<file path="config.mk">
export PLATFORM = sky130hd
export DESIGN_NAME = dac_ramp
export DESIGN_NICKNAME = d
export VERILOG_FILES = /design/src/rtl/dac_pkg.sv /design/src/rtl/dac_ramp_tick.sv /design/src/rtl/dac_ramp.sv
export SDC_FILE = /design/constraint.sdc
export NUM_CORES = 1
export LEC_CHECK = 0
export ABC_CLOCK_PERIOD_IN_PS = 4080
export CAP_MARGIN = 20
export CORE_MARGIN = 3
export CORE_UTILIZATION = 46
export DETAILED_ROUTE_END_ITERATION = 16
export GPL_TIMING_DRIVEN = 0
export PLACE_DENSITY = 0.82
export SLEW_MARGIN = 20
export SYNTH_ARGS = -nofsm -noshare
export SYNTH_HDL_FRONTEND = slang
export SYNTH_SLANG_ARGS = --single-unit
</file>
<file path="constraint.sdc">
create_clock -name clk -period 4.08 [get_ports clk]
set_input_delay 0.816 -clock clk [delete_from_list [all_inputs] [get_ports clk]]
set_output_delay 0.816 -clock clk [all_outputs]
set_load 0.02 [all_outputs]
</file>
<file path="src/rtl/dac_pkg.sv">
// Shared definitions for the DAC setpoint ramp: state encoding, code width and
// the bounded-step next-code helper.
package dac_pkg;

    localparam int                    DAC_CODE_W          = 16;
    localparam logic [DAC_CODE_W-1:0] DAC_FULL_SCALE      = 16'hFFFF;
    localparam int                    DEFAULT_ACK_TIMEOUT = 8;

    typedef enum logic [2:0] {
        IDLE      = 3'd0,
        PACE      = 3'd1,
        ISSUE     = 3'd2,
        WAIT_ACK  = 3'd3,
        WAIT_DONE = 3'd4
    } dac_state_t;

    // One bounded move from cur toward tgt; a zero step means jump straight there.
    // The 17-bit intermediates keep the sum and difference from wrapping.
    function automatic logic [DAC_CODE_W-1:0] slew_next(
        input logic [DAC_CODE_W-1:0] cur,
        input logic [DAC_CODE_W-1:0] tgt,
        input logic [DAC_CODE_W-1:0] stp
    );
        logic [DAC_CODE_W:0] sum;
        logic [DAC_CODE_W:0] dif;
        sum = {1'b0, cur} + {1'b0, stp};
        dif = {1'b0, cur} - {1'b0, stp};
        if (sum > {1'b0, DAC_FULL_SCALE}) begin
            sum = {1'b0, DAC_FULL_SCALE};
        end
        if (stp == '0 || cur == tgt) begin
            return tgt;
        end else if (tgt > cur) begin
            return (sum >= {1'b0, tgt}) ? tgt : sum[DAC_CODE_W-1:0];
        end else begin
            return (dif[DAC_CODE_W] || dif[DAC_CODE_W-1:0] <= tgt) ? tgt : dif[DAC_CODE_W-1:0];
        end
    endfunction

endpackage

</file>
<file path="src/rtl/dac_ramp_tick.sv">
// Pacing divider for dac_ramp: counts from 0 up to limit and holds there,
// raising tc; clear restarts the count from 0.
module dac_ramp_tick #(
    parameter int DIV_W = 16
) (
    input  logic             clk,
    input  logic             rst,
    input  logic             clear,
    input  logic [DIV_W-1:0] limit,
    output logic             tc
);

    logic [DIV_W-1:0] count_q;

    assign tc = (count_q == limit);

    always_ff @(posedge clk) begin
        if (!rst) begin
            count_q <= '0;
        end else if (clear) begin
            count_q <= '0;
        end else if (!tc) begin
            count_q <= count_q + 1'b1;
        end
    end

endmodule

</file>
<file path="src/rtl/dac_ramp.sv">
// Setpoint slew sequencer pacing code changes into the MCP47FEB DAC writer.
// Define DAC_RAMP_SLEW_EN to enable step limiting and the rate divider.
module dac_ramp
    import dac_pkg::*;
#(
    parameter int DIV_W       = 16,
    parameter int ACK_TIMEOUT = DEFAULT_ACK_TIMEOUT
) (
    input  logic                  clk,
    input  logic                  rst,
    input  logic [DAC_CODE_W-1:0] target,
    input  logic                  target_valid,
    output logic                  target_ready,
    input  logic [DAC_CODE_W-1:0] step,
    input  logic [DIV_W-1:0]      rate_div,
    input  logic                  dac_busy,
    output logic [DAC_CODE_W-1:0] ch_value,
    output logic                  at_target,
    output logic                  ack_err
);

    localparam int               ACK_W    = $clog2(ACK_TIMEOUT + 1);
    localparam logic [ACK_W-1:0] ACK_LAST = ACK_W'(ACK_TIMEOUT - 1);

    dac_state_t            state_q, state_d;
    logic [DAC_CODE_W-1:0] tgt_q, ch_q, next_code;
    logic [ACK_W-1:0]      ack_cnt_q;
    logic                  ack_err_q, load_code, set_err, pace_done;

`ifdef DAC_RAMP_SLEW_EN
    logic div_clear;
    assign div_clear = (state_q != PACE);

    dac_ramp_tick #(.DIV_W(DIV_W)) u_tick (
        .clk   (clk),
        .rst   (rst),
        .clear (div_clear),
        .limit (rate_div),
        .tc    (pace_done)
    );

    assign next_code = slew_next(ch_q, tgt_q, step);
`else
    logic unused_cfg;
    assign unused_cfg = ^{step, rate_div};
    assign pace_done  = 1'b0;
    assign next_code  = tgt_q;
`endif

    always_comb begin
        state_d   = state_q;
        load_code = 1'b0;
        set_err   = 1'b0;
        case (state_q)
            IDLE: begin
                if (tgt_q != ch_q) begin
`ifdef DAC_RAMP_SLEW_EN
                    state_d = PACE;
`else
                    state_d = ISSUE;
`endif
                end
            end
            PACE: begin
                if (pace_done) state_d = ISSUE;
            end
            ISSUE: begin
                if (!dac_busy) begin
                    load_code = 1'b1;
                    state_d   = WAIT_ACK;
                end
            end
            WAIT_ACK: begin
                if (dac_busy) begin
                    state_d = WAIT_DONE;
                end else if (ack_cnt_q == ACK_LAST) begin
                    set_err = 1'b1;
                    state_d = IDLE;
                end
            end
            WAIT_DONE: begin
                if (!dac_busy) state_d = IDLE;
            end
            default: state_d = IDLE;
        endcase
    end

    // A retarget may land in any state but ISSUE, so the code being loaded never races it.
    always_ff @(posedge clk) begin
        if (!rst) begin
            state_q   <= IDLE;
            tgt_q     <= '0;
            ch_q      <= '0;
            ack_err_q <= 1'b0;
            ack_cnt_q <= '0;
        end else begin
            state_q <= state_d;
            if (target_valid && target_ready) tgt_q <= target;
            if (load_code) ch_q <= next_code;
            if (set_err) ack_err_q <= 1'b1;
            ack_cnt_q <= (state_q == WAIT_ACK) ? ack_cnt_q + 1'b1 : '0;
        end
    end

    assign target_ready = (state_q != ISSUE);
    assign ch_value     = ch_q;
    assign at_target    = (tgt_q == ch_q) && (state_q == IDLE);
    assign ack_err      = ack_err_q;

endmodule
</file>
Word level (Yosys, flattened, before mapping)
Cells that the tools add are included.
{"block": "word_totals", "reg_bits": 40, "out_inout_bits": 19, "word_cells": 35}
{"block": "op_classes", "addsub": 1, "eq_ne": 12, "n_mux": 11, "n_bitwise": 1, "n_reduce_logical": 5}
{"cell": "16-bit equality test", "count": 1}
{"cell": "16-bit inequality test", "count": 1}
{"cell": "3-bit 2-to-1 mux", "count": 5}
{"cell": "3-bit one-hot mux with 5 select lines", "count": 1}
{"cell": "3-bit by 2-bit equality test with 1-bit output, second input constant", "count": 2}
{"cell": "2-bit inequality test, second input constant", "count": 3}
{"cell": "1-bit 2-to-1 mux", "count": 5}
{"cell": "5-bit AND reduction", "count": 1}
{"cell": "4-bit by 1-bit adder with 4-bit output, second input constant", "count": 1}
{"cell": "4-bit by 3-bit equality test with 1-bit output, second input constant", "count": 1}
{"cell": "3-bit by 1-bit equality test with 1-bit output, second input constant", "count": 1}
{"cell": "3-bit equality test, second input constant", "count": 1}
{"cell": "3-bit zero test", "count": 1}
{"cell": "3-bit by 2-bit inequality test with 1-bit output, second input constant", "count": 1}
{"cell": "3-bit inequality test, second input constant", "count": 1}
{"cell": "1-bit logical AND", "count": 2}
{"cell": "2-bit AND reduction", "count": 1}
{"cell": "1-bit NOT", "count": 1}

Depth between registers and ports, before layout
Gate-level depths: netlist of the first run.
{"block": "logic_depth", "depth_word": 4, "depth_mapped": 7, "ltp_nobuf": 5}

Least setup slack after synthesis of the first run
Ideal clock, no wire load.
{"block": "synth_path", "path_kind": "register to output", "start": "reg ch_q[2], in the netlist ch_value[2]", "end": "out at_target", "arrival_ps": 1250, "t_required_ps": 3264, "setup_slack_ps": 2014, "path_stages_with_launch": 5, "n_path_buf": 0, "path_cell_list": "dfxtp_1 xor2_1 nor4_1 nand4_1 nor2_1"}
{"block": "synth_via", "elab_chain_cells": 2}
{"element": "start: declaration", "line_no": "dac_ramp.sv:26", "rtl": "logic [DAC_CODE_W-1:0] tgt_q, ch_q, next_code;"}
{"element": "start signal: assignment", "line_no": "dac_ramp.sv:99", "rtl": "if (load_code) ch_q <= next_code;"}
{"element": "16-bit equality test", "line_no": "dac_ramp.sv:107", "rtl": "assign at_target = (tgt_q == ch_q) && (state_q == IDLE);"}
{"element": "1-bit logical AND", "line_no": "dac_ramp.sv:107"}
{"element": "end: declaration", "line_no": "dac_ramp.sv:18", "rtl": "output logic at_target,"}
No other way between the ends.

Worst setup path after layout of the first run
{"block": "layout_path", "start": "reg ch_q[8], in the netlist ch_value[8]", "end": "out at_target"}
The elaborated chain is that of the path after synthesis.

==> results of run 1 <==
-- routing by layer --
layer,part of all wire,up-vias,wire length [um],GRT usage
met1,0.49,647,1810,0.258
met2,0.44,37,1610,0.278
met4,0.015,0,56,0.0608
met3,0.051,7,187,0.0416
li1,-,744,-,-
met5,0,-,0,0
-- placed cells by master, fill, tap and decap left out, drive strengths merged, types with 4 or more instances in the layout --
cell type,Yosys,final
xor2,14,14
nor4,4,4
clkdlybuf4s50,0,38
a21oi,33,33
nand2,67,67
clkbuf,2,7
buf,8,8
nor2,8,8
dfxtp,40,40
xnor2,4,4
-- cell families (layout without fill, tap and decap cells) --
logic type               count (synthesis)  in the layout  share of synthesized area
AND/OR/NAND/NOR                         91             91                      0.247
flip-flops                              40             40                      0.459
AO/OA/AOI/OAI                           39             39                      0.143
XOR/XNOR                                18             18                     0.0904
buffers and inverters                   12             55                     0.0538
adder cells (fa/ha/maj)                  1              1                    0.00717
-- state kept, by name, indices dropped and copies added (netlist names) --
name       count
ch_value      16
next_code     16
state_q        3
ack_cnt_q      4
ack_err        1
-- through the flow --
step | instances | cell area, um2
after floorplan | 201 | 1740
after global placement | 285 | 2180
after detailed placement | 285 | 2180
after CTS | 290 | 2250
after global routing | 290 | 2250
final | 290 | 2250
-- power by group --
part / internal (uW) / switching [uW] / total (uW)
registers: 414 / 24.2 / 438
logic: 94.2 / 99.8 / 194
clock network: 110 / 120 / 230
-- cell type report --
type	count	area [um2]
fill	307	1240
timing repair buffer	38	380
tap	46	57.6
buffer	10	86.3
sequential	40	801
inverter	2	7.51
multi-input combinational	149	850
clock buffer	5	68.8
-- tightest hold or removal path: cells and delay by family, from the launching register on --
family | cells | cell delay, ns
compound gates | 1 | 0.05
flops | 1 | 0.33
simple gates | 1 | 0.07
-- path summary, 6_finish.rpt --
check                           slack [ns]  cells past startpoint                         end
worst min-delay path                  0.47                      2        ack_err$_SDFFE_PN0P_
worst max-delay path                  1.19                      5                   at_target
worst min register to register        0.47                      2        ack_err$_SDFFE_PN0P_
worst max register to register        2.45                      7  next_code[13]$_SDFFE_PN0P_
==> reports/metrics.sh, run 1 <==
DR.PASS1.ITERS=4
DIE-AREA_MM2=0.00457
WIRE_LENGTH_OF_THE_FIRST_GLOBAL_ROUTING_PASS_UM=6350
FP.DIEW_UM=67.6
SYNTH_TOP_AREA_FRAC=0.459
POST_ROUTE_CELLS_DRIVE_ABOVE_1_SHARE=0.152
FP-ROW-COUNT=21
START_KIND='flop'
R2R_START='state_q[1]$_SDFFE_PN0P_'
GRT_MAX_DEGREE=11
YOSYS-TOP-CELLS-AREA='sky130_fd_sc_hd__dfxtp_1 (46%), sky130_fd_sc_hd__nand2_1 (12%), sky130_fd_sc_hd__xor2_1 (7.0%)'
CATEGORY_OF_CELLS_ACCOUNTING_FOR_THE_LARGEST_SHARE_OF_CRITICAL_PATH_DELAY='simple AND/OR/NAND/NOR gates'
PORT_BUFFERS=38
CHIPHEIGHT_UM=67.6
POSTSYNTHAREAPERCELL_UM2=8.68
GRT_SETUP_UNREPAIRED='false'
PERIOD_SHARE=0.708
POWER.DENSITY_mW_PER_MM2=383
REQUIRED_NS=3.26
POST-CTS-SETUP-BUFFERS=0
PATH_CELLS='xor2_1 > nor4_1 > nand4_1 > nor2_1 > clkdlybuf4s50_1'
POSTROUTEANTENNANETS=0
WORST_SETUP_PATH_STARTPOINT='ch_value[8]$_SDFFE_PN0P_'
ENDPOINT_CLASS_OF_THE_CRITICAL_PATH='primary output'
CRIT_BUF_INV=1
LAYOUT.CORE_UTILIZATION=0.644
DR.FIRST_ITER.DRC_COUNT=100
FINAL-HOLD-VIOLATION-COUNT=0
MAX_SLEW.WORST_PIN.SLEW_NS=0.629
CRIT_PATH_TOP_DELAY_CELL='sky130_fd_sc_hd__clkdlybuf4s50_1'
IOPINCOUNT=71
HOLD_BUFFERS=0
LAYOUT_SETUP_WS_NS=1.19
GPL.FINAL_WEIGHTED_CONGESTION=0.797
VIAS_IN_THE_FIRST_GLOBAL_ROUTE=1355
DETAILEDPLACEMENTHPWL_UM=2640
WORST_EP_ARRIVAL_TIME_NS=2.07
HTREEDEPTH=2
YS.FLOP_TYPE='sky130_fd_sc_hd__dfxtp_1'
FINAL_TNS_SETUP_NS=0
MAX_STAGE_DELAY_NS=0.61
NUM-NETS-FINAL=299
SYNTHDOMINANTAREACELLTYPE='sky130_fd_sc_hd__dfxtp_1'
SETUP-VIOLATIONS-FINAL=0
HOLD_CLASS='reg -> reg'
FLOORPLAN.INITIALDENSITY=0.499
SLEW_HEADROOM=0.581
CTS-RESIZED-GATES=0
SYNTH.CELLS.MOST_FREQUENT='sky130_fd_sc_hd__nand2_1 (56), sky130_fd_sc_hd__dfxtp_1 (40), sky130_fd_sc_hd__a21oi_1 (23)'
POSTSYNTH.ASYNCRESETSHARE=0
GRT_OVF=0
GRTUSAGETOTAL=0.184
ANTENNA_FOUND_INITIAL=0
MAX_CAP_VIOL_COUNT=0
FP.COREAREA_MM2=0.00349
CLOCK_LATENCY_NS=0.28
TRITONCTS_CLOCK_TREE='built'
CTS_BUFFER_DEPTH=2
MIN_PERIOD_NS=2.89
CLKTRANSATPATHREGS_NS=0.07
CTS-ROOT-BUF='sky130_fd_sc_hd__clkbuf_8'
TOTAL_LEAKAGE_POWER_uW=0.000872
POWER_uW=862
SYN2LAYOUT_AREA_GROWTH_PCT=29.1
CTS-BUFFERS-INSERTED=5
IR_DROP_mV=0.248
ROUTED_WIRELENGTH_UM=3670
POST_ROUTE_HOLD_SLACK_NS=0.473
SYNTH_ENABLE_FLOP_CELLS=0
ROUTE.VIAS.TOTAL=1435
ROUTE.DETAILED.VIAS_PER_INST=4.95
PRE_CTS_WS_NS=1.47
ROUTE.DETAILED.WL_PER_INST_UM=12.7
HOLD_START='ack_err$_SDFFE_PN0P_'
RUN_STATUS='finished clean'
SYNTH-SEQ-AREA-SHARE=0.459
CLOCK.FMAX_MHz=346
LAYOUT_SKEW_NS=0.00651
POST-SYNTH-TOP-COUNT-CELL='sky130_fd_sc_hd__nand2_1'
CELLS_AFTER_SYNTHESIS=201
YOSYS_WARNINGS=0
YOSYS.CELL_TYPES.COUNT=32
NUMCLOCKSINKS=40
FINAL_MAX_SLEW_VIOLS=0
REMAINING_DRC_ERRORS=0
SYNTHESIS.AREA_MM2=0.00174
TIMING_WORST_SETUP_PATH_TYPE='reg -> out'
SYNTH_NETS=254
DIODES=0
YS_FF_LATCH=40
CRITICAL_PATH.MAX_FANOUT=3
Power figures use the tool's default switching activity.
==> inputs of run 2 (changes only) <==
Settings changed: ABC_CLOCK_PERIOD_IN_PS 4080 to 2900, CORE_UTILIZATION 46 to 42, PLACE_DENSITY 0.82 to 0.75.
Clock period 4.08 ns to 2.9 ns, I/O delays scaled along.
==> reports/metrics.sh, run 2 (synthesis gave the netlist of run 1 again) <==
PRE_CTS_WS_NS=0.513
TIMING_WORST_SETUP_PATH_TYPE='reg -> out'
ROUTED_WIRELENGTH_UM=3780
CHIPHEIGHT_UM=70.4
DPL.CELL_COUNT=287
IOPINCOUNT=71
R2R.WORST_PATH.CELLS=7
POST_ROUTE_CELLS_DRIVE_ABOVE_1_SHARE=0.159
ANTENNA_FOUND_INITIAL=0
SLEW_HEADROOM=0.551
LAYOUT_COMMON_CELLS='sky130_fd_sc_hd__nand2_1 (56), sky130_fd_sc_hd__dfxtp_1 (40), sky130_fd_sc_hd__clkdlybuf4s50_1 (38)'
FINAL-HOLD-VIOLATION-COUNT=0
REQUIRED_NS=2.32
WORST_EP_ARRIVAL_TIME_NS=2.09
ROUTE.DETAILED.WL_PER_INST_UM=12.9
SETUP.REG_TO_REG.WORST_SLACK_NS=1.26
TOTAL_LEAKAGE_POWER_uW=0.000887
NUM-NETS-FINAL=299
R2R_START='state_q[1]$_SDFFE_PN0P_'
SYN2LAYOUT_AREA_GROWTH_PCT=30.8
REGTOREGENDPOINT='next_code[13]$_SDFFE_PN0P_'
FLOORPLAN.INITIALDENSITY=0.456
DIE-AREA_MM2=0.00496
REMAINING_DRC_ERRORS=0
LAYOUT_SKEW_NS=0.00395
DR.FIRST_ITER.DRC_COUNT=71
ENDPOINT_CLASS_OF_THE_CRITICAL_PATH='primary output'
SWITCHINGPOWER_uW=357
NUMCLOCKSINKS=40
POSTROUTEANTENNANETS=0
IR_DROP_mV=0.392
CLK_PWR_SHARE=0.307
CLOCK_LATENCY_NS=0.29
FP.COREAREA_MM2=0.00383
GRTUSAGETOTAL=0.161
ROUTE.DETAILED.VIAS_PER_INST=4.88
WORST_SETUP_PATH_ENDPOINT='at_target'
LAYOUT_SETUP_WS_NS=0.227
ROUTE.VIAS.TOTAL=1435
GPL.FINAL_WEIGHTED_CONGESTION=0.795
FP.DIEW_UM=70.4
SETUP-VIOLATIONS-FINAL=0
POWER.DENSITY_mW_PER_MM2=563
START_KIND='flop'
FINAL_MAX_SLEW_VIOLS=0
CLKTRANSATPATHREGS_NS=0.07
GRT_MAX_DEGREE=12
PORT_BUFFERS=38
P_SEQ_FRAC=0.480
FINAL_CELL_COUNT_NO_FILL=294
TRITONCTS_CLOCK_TREE='built'
CTS-RESIZED-GATES=0
HOLD_START='ack_cnt_q[0]$_SDFF_PN0_'
POST-CTS-SETUP-BUFFERS=0
POWER_uW=1280
HTREEDEPTH=2
GRT_SETUP_UNREPAIRED='false'
CTS-BUFFERS-INSERTED=5
PERIOD_SHARE=0.922
MAX_SLEW.WORST_PIN.SLEW_NS=0.674
POWER.SHARE.SWITCHING=0.278
MAX_CAP_VIOL_COUNT=0
HOLD_CLASS='reg -> reg'
COMB_POWER_SHARE=0.213
HOLD_BUFFERS=0
VIAS_IN_THE_FIRST_GLOBAL_ROUTE=1374
WORST_SETUP_PATH_STARTPOINT='ch_value[8]$_SDFFE_PN0P_'
DIODES=0
MIN_PERIOD_NS=2.67
CTS_BUFFER_DEPTH=2
FINAL_TNS_SETUP_NS=0
CTS-ROOT-BUF='sky130_fd_sc_hd__clkbuf_8'
CELL_INTERNAL_PWR_uW=927
CRITICAL_PATH.MAX_FANOUT=3
DR.PASS1.ITERS=4
CLOCK.FMAX_MHz=374
FP-ROW-COUNT=22
DETAILEDPLACEMENTHPWL_UM=2750
WIRE_LENGTH_OF_THE_FIRST_GLOBAL_ROUTING_PASS_UM=6290
LAYOUT_COMMONEST_CELL='sky130_fd_sc_hd__nand2_1'
RUN_STATUS='finished clean'
GRT_OVF=0
-- run 2: worst max-delay path, cell delays in order, from the launching register on --
cell,delay (ns)
sky130_fd_sc_hd__dfxtp_1,0.34
sky130_fd_sc_hd__xor2_1,0.16
sky130_fd_sc_hd__nor4_1,0.39
sky130_fd_sc_hd__nand4_1,0.18
sky130_fd_sc_hd__nor2_1,0.13
sky130_fd_sc_hd__clkdlybuf4s50_1,0.61
-- run 2: worst min path at each step --
stage / endpoint / slack, ns / depth (start not counted)
2_1_floorplan: ack_cnt_q[0]$_SDFF_PN0_ / 0.42 / 1
3_3_place_gp: ack_cnt_q[0]$_SDFF_PN0_ / 0.43 / 1
3_5_place_dp: ack_cnt_q[0]$_SDFF_PN0_ / 0.45 / 1
4_1_cts: ack_cnt_q[0]$_SDFF_PN0_ / 0.46 / 1
5_1_grt: ack_cnt_q[0]$_SDFF_PN0_ / 0.49 / 1
6_report: ack_cnt_q[0]$_SDFF_PN0_ / 0.46 / 1
-- run 2: layer usage --
metal	vias up	share of wire	GRT usage
li1	749	-	-
met1	652	0.49	0.214
met2	27	0.45	0.251
met3	7	0.040	0.0317
met4	0	0.019	0.0702
met5	-	0	0
-- run 2: power by group through the flow --
| stage | clock network, uW | logic (uW) | registers [uW] |
|---|---|---|---|
| after floorplan | 0 | 178 | 630 |
| after global placement | 0 | 273 | 627 |
| after detailed placement | 0 | 277 | 628 |
| after CTS | 396 | 278 | 616 |
| after global routing | 411 | 301 | 621 |
| final | 394 | 274 | 616 |
-- run 2: stage by stage --
| step | hold WS [ns] | util | cell area [um2] |
|---|---|---|---|
| finish | 0.458 | 0.596 | 2280 |
| global route | 0.488 | 0.596 | 2280 |
| CTS | 0.460 | 0.596 | 2280 |
| detailed placement | 0.448 | 0.571 | 2180 |
| global placement | 0.434 | 0.571 | 2180 |
| floorplan | 0.418 | - | 1740 |
-- run 2: cell type report --
type	instances	area, um2
fillers	351	1550
multi-input cells	149	850
flip-flops and latches	40	801
repair buffers	38	380
clock buffers	7	96.3
plain buffers	10	86.3
well taps	48	60.1
inverters	2	7.51
==> inputs of run 3 (changes only) <==
Settings changed: CAP_MARGIN 20 to default.
==> results of run 3 <==
The final DEF is identical to that of run 2; final timing and power are the same.
